[src/rtl/ddr_round_sequencer.sv]
// Dance-game round sequencer: streams the song chart into a 10-slot arrow
// window, judges presses against the bottom slot, tracks score and lives.
module ddr_round_sequencer #(
    parameter int DATA_W        = 10,
    parameter int ADDR_W        = 10,
    parameter int SCORE_W       = 14,
    parameter int LIVES         = 3,
    parameter int STRAY_PENALTY = 1
) (
    input  logic               onehz_clk,
    input  logic               rst,
    input  logic               start,
    input  logic               hit_valid,
    input  logic [2:0]         hit_dir,
    output logic [ADDR_W-1:0]  mem_addr,
    input  logic [DATA_W-1:0]  mem_data,
    output logic [29:0]        arrows,
    output logic [SCORE_W-1:0] score,
    output logic [2:0]         lives,
    output logic [1:0]         game_state,
    output logic               pressed,
    output logic               miss
);

    typedef enum logic [1:0] {
        IDLE = 2'b00,
        PLAY = 2'b01,
        OVER = 2'b10,
        DONE = 2'b11
    } state_t;

    localparam logic [2:0]  BLANK      = 3'b100;
    localparam logic [29:0] CLEAR      = {10{BLANK}};
    localparam logic [2:0]  LIVES_INIT = 3'(LIVES);

    state_t             state, state_n;
    logic [29:0]        arr_q, arr_n;
    logic [SCORE_W-1:0] score_q, score_n;
    logic [2:0]         lives_q, lives_n;
    logic               pressed_n, miss_n;
    // One extra bit so ptr can step past a full 1023-entry song
    logic [ADDR_W:0]    ptr_q, ptr_n;
    logic [ADDR_W-1:0]  len_q, len_n;

    logic [2:0] target;
    logic [2:0] note;
    logic       is_hit;
    logic       is_lose;
    logic       fed;

    assign target = arr_q[2:0];
    assign note   = mem_data[2] ? BLANK : mem_data[2:0];

    always_comb begin
        state_n   = state;
        arr_n     = arr_q;
        score_n   = score_q;
        lives_n   = lives_q;
        ptr_n     = ptr_q;
        len_n     = len_q;
        pressed_n = 1'b0;
        miss_n    = 1'b0;
        is_hit    = 1'b0;
        is_lose   = 1'b0;
        fed       = 1'b0;
        unique case (state)
            IDLE: begin
                arr_n = CLEAR;
                if (start) begin
                    len_n   = ADDR_W'(mem_data);
                    ptr_n   = (ADDR_W+1)'(1);
                    score_n = '0;
                    lives_n = LIVES_INIT;
                    state_n = PLAY;
                end
            end
            PLAY: begin
                is_hit  = (target != BLANK) && hit_valid
                          && (hit_dir == target);
                is_lose = ((target != BLANK) && !is_hit)
                          || ((target == BLANK) && hit_valid
                              && (STRAY_PENALTY != 0));
                if (is_hit) begin
                    pressed_n = 1'b1;
                    if (score_q != '1)
                        score_n = score_q + 1'b1;
                end
                if (is_lose) begin
                    miss_n  = 1'b1;
                    lives_n = lives_q - 3'd1;
                end
                fed   = ptr_q <= {1'b0, len_q};
                arr_n = {fed ? note : BLANK, arr_q[29:3]};
                if (fed)
                    ptr_n = ptr_q + 1'b1;
                if (is_lose && lives_q == 3'd1)
                    state_n = OVER;
                else if (ptr_n > {1'b0, len_q} && arr_n == CLEAR)
                    state_n = DONE;
            end
            OVER, DONE: begin
                if (start) begin
                    state_n = IDLE;
                    arr_n   = CLEAR;
                end
            end
            default: state_n = IDLE;
        endcase
    end

    always_ff @(posedge onehz_clk) begin
        if (rst) begin
            state   <= IDLE;
            arr_q   <= CLEAR;
            score_q <= '0;
            lives_q <= LIVES_INIT;
            ptr_q   <= (ADDR_W+1)'(1);
            len_q   <= '0;
            pressed <= 1'b0;
            miss    <= 1'b0;
        end else begin
            state   <= state_n;
            arr_q   <= arr_n;
            score_q <= score_n;
            lives_q <= lives_n;
            ptr_q   <= ptr_n;
            len_q   <= len_n;
            pressed <= pressed_n;
            miss    <= miss_n;
        end
    end

    assign mem_addr   = (state == PLAY) ? ptr_q[ADDR_W-1:0] : '0;
    assign arrows     = arr_q;
    assign score      = score_q;
    assign lives      = lives_q;
    assign game_state = state;

endmodule

[config.mk]
export PLATFORM = sky130hd
export DESIGN_NAME = ddr_round_sequencer
export DESIGN_NICKNAME = d
export VERILOG_FILES = /design/src/rtl/ddr_round_sequencer.sv
export SDC_FILE = /design/constraint.sdc
export NUM_CORES = 1
export LEC_CHECK = 0
export BUFFER_PORTS_ARGS = -buffer_cell sky130_fd_sc_hd__buf_2
export CAP_MARGIN = 15
export CORE_ASPECT_RATIO = 0.8
export CORE_MARGIN = 3
export CORE_UTILIZATION = 35
export DETAILED_ROUTE_END_ITERATION = 10
export RECOVER_POWER = 25
export SLEW_MARGIN = 20
export SYNTH_ARGS = -nofsm -noshare
export SYNTH_HDL_FRONTEND = slang
export SYNTH_SLANG_ARGS = --single-unit
[constraint.sdc]
create_clock -name onehz_clk -period 4.3 [get_ports onehz_clk]
set_input_delay 0.86 -clock onehz_clk [delete_from_list [all_inputs] [get_ports onehz_clk]]
set_output_delay 0.86 -clock onehz_clk [all_outputs]
set_load 0.005 [all_outputs]
==> impl_metrics.csv <==
group,metric,value,unit
die,row_count,32,
synthesis,yosysTopAreaCellShare,39.2,%
synthesis,async_flop_share,0,%
drt,routed-via-count,3493,
clocking,clk_latency,0.33,ns
placement,dp.cells,627,
timing,setup_viol,0,
die,coreArea,9930,µm²
synthesis,synth-edff-count,0,
drt,via_per_inst,5.43,
hold_path,holdCritPathClass,"flop to flop",
critical_path,worstSetupPathType,"flop to flop",
clocking,htreeDepth,3,
clocking,path_clk_slew,0.06,ns
outcome,outcome,"finished clean",
critical_path,critPathMaxFanout,10,
timing,fin_worst_skew,0.00489,ns
synthesis,synth-compound-area-share,22.5,%
grt,grt_use_total,17.6,%
critical_path,crit_chain,"ha_1, a21oi_1, o21ai_0, or4_1, nand2_1, nand3_1, xnor2_1, ha_1, and4_1, and2_1, a221oi_1, o21ai_0, a211oi_1, o21ai_0",
timing,fmax,252,MHz
timing,post-route-period-util,92.1,%
clocking,clock-sinks,72,
critical_path,end_kind,"flop",
final_layout,multi_input_area,2110,µm²
synthesis,synthAdderAreaFrac,8.16,%
grt,grt_pass1_wl,16900,µm
timing,hold_violations,0,
final_layout,drive_above_1_share,17.9,%
clocking,clock_path_buffers,2,
final_layout,insertedDiodeCount,0,
final_layout,fillers,1037,
clocking,cts_resized,0,
clocking,root_buffer,"clkbuf_16",
drt,routedWlPerCell,15.6,µm
synthesis,synth_area_leaders,"dfxtp_1 39%, ha_1 8.2%, nand2_1 5.5%",
synthesis,synth_warnings,0,
synthesis,synth_seq_area_share,39.2,%
synthesis,synth_ff_type,"dfxtp_1",
hold_path,hold_depth,2,
placement,dp.final_hpwl,7530,µm
final_layout,seq_area,1440,µm²
die,die_area,11800,µm²
grt,grt_overflow,0,
synthesis,synth_top_family_by_area,"compound AO/OA/AOI/OAI gates",
critical_path,path_delay_family,"simple AND/OR/NAND/NOR gates",
final_layout,layout_common_cells,"72 x dfxtp_1, 66 x buf_2, 54 x nand2_1, 31 x a21oi_1, 26 x nor2_1",
final_layout,areaGrowthSynthToFinish,22.3,%
drt,drt_iter0_drc,207,
final_layout,layout.nets,543,
critical_path,cp.required,4.50,ns
synthesis,yosys.area_share.simple,22.3,%
drt,detail-route-antenna-nets,0,
synthesis,avgSynthCellArea,8.62,µm²
grt,grt_max_degree,22,
final_layout,fin_area,4500,µm²
die,die_width,121,µm
timing,worst_pin_slew,0.765,ns
placement,dpl_cell_area,4200,µm²
power,p_leak,0.00192,µW
timing,fin_tns_setup,0,ns
synthesis,synth_top_area_cell,"dfxtp_1",
synthesis,syn-num-nets,468,
clocking,postCtsSetupBuffers,0,
critical_path,reg2reg_slack,0.34,ns
die,start_util,37.1,%
clocking,cts_made_buffers,9,
die,die_y,97.7,µm
critical_path,cpMostUsedCell,"o21ai_0",
clocking,cts_tree,"done",
die,io_pins,78,
timing,slew_violations,0,
grt,use_met3,5.12,%
run,maxCapViolCount,0,
timing,relSlewSlack,49.0,%
placement,gp_congestion,0.894,
synthesis,muxShareOfSynthArea,1.39,%
timing,min_period,3.96,ns
timing,rsz0062_at_grt,"false",
synthesis,yosys.area_share.xor_xnor,2.86,%
critical_path,cp_num_buf_inv,0,
clocking,ctsHoldBuffers,0,
drt,drtPass1Iterations,4,
critical_path,critPathLaunchType,"flop",
critical_path,slowest_delay,0.57,ns
drt,drc,0,
grt,globalRouteMet2Util,25.3,%
power,powerDensity,388,nW/µm²
final_layout,layoutNonFillerInstCount,643,
synthesis,synth_cell_types,49,
grt,grt_use_met1,25.7,%
final_layout,final_common_cell,"dfxtp_1",
synthesis,syn_area,3680,µm²
grt,antenna_found_initial,1,
critical_path,crit_cells,14,
power,vdd_drop_max,0.000154,V
grt,busiest_layer,"met1",
synthesis,synth-seq-cells,72,
critical_path,cp.arrival,4.16,ns
synthesis,synth_cells,427,
grt,grt_pass1_vias,3298,
critical_path,r2r_cells,14,
critical_path,slowest_stage,"or4_1",
placement,io_buffer_count,77,
drt,finalWirelength,10100,µm
-- flip-flops by register name, summed over array words and instances, names as in the netlist --
name and cells:
arrows 30, score 14, ptr_q 11, len_q 10, lives 3, game_state 2, miss 1, pressed 1
-- worst reg2reg max path, delay by kind of cell, from the launching register on --
family | cells | cell delay (ns)
AOI/OAI and AO/OA | 6 | 1.17
xor gates and xnor gates | 1 | 0.24
adders and majority gates | 2 | 0.60
DFF | 1 | 0.46
and+or+nand+nor | 5 | 1.36
-- final cells by class --
| class | count | share of cell area (%) |
|---|---|---|
| inverters | 17 | 1.42 |
| repair buffers | 81 | 8.92 |
| multi-input cells | 321 | 46.8 |
| well taps | 136 | 3.78 |
| clock inverters | 7 | 2.08 |
| flip-flops and latches | 72 | 32.0 |
| clock buffers | 9 | 5.00 |
-- final timing paths --
check / startpoint / to
setup / recovery: ptr_q[8] / game_state[1]
hold / removal: len_q[4] / len_q[4]
setup reg to reg: ptr_q[8] / game_state[1]
hold reg to reg: len_q[4] / len_q[4]
-- cell usage after synthesis, types with 2 or more instances --
library cell / n
clkbuf_1: 15
nand3_1: 14
or3_1: 3
a2111oi_0: 2
nand4_1: 13
a32o_1: 2
a41o_1: 2
a211o_1: 3
nor3_1: 4
and4_1: 4
o22a_1: 9
and3_1: 9
a21o_1: 2
dfxtp_1: 72
nor2_1: 27
a211oi_1: 3
a21oi_1: 31
o211ai_1: 2
nor2b_1: 2
mux2i_1: 4
o21ai_0: 17
ha_1: 24
nand2_1: 54
xor2_1: 3
o31ai_1: 7
and2_1: 14
inv_1: 17
nand2b_1: 3
nand3b_1: 2
nor4b_1: 4
or4_1: 6
xnor2_1: 9
a22o_1: 21
a31oi_1: 8
-- kinds of logic after synthesis --
group,count (synthesis)
simple gates,162
compound gates,118
flops,72
buf+inv,34
fa+ha+maj,24
xor+xnor,12
mux,5
-- per-stage QoR --
| stage | setup slack, ns | total power [µW] | hold slack, ns | util (%) |
|---|---|---|---|---|
| floorplan | 0.810 | 887 | 0.436 | - |
| global placement | 0.637 | 954 | 0.445 | 42.3 |
| detailed placement | 0.437 | 959 | 0.447 | 42.3 |
| CTS | 0.404 | 1760 | 0.456 | 45.5 |
| global route | 0.0574 | 1830 | 0.475 | 45.4 |
| finish | 0.339 | 1750 | 0.452 | 45.4 |
-- routing by layer --
layer	vias up	wire, µm
li1	1735	-
met3	14	707
met4	2	115
met5	-	7
met1	1626	5080
met2	116	4140
-- where the power goes --
group          internal [µW]  leakage, µW  switching (µW)
clock                    507     0.000152             293
sequential               684     0.000583            17.7
combinational           89.7      0.00118             154
total                   1280      0.00192             465
Power figures use the tool's default switching activity.
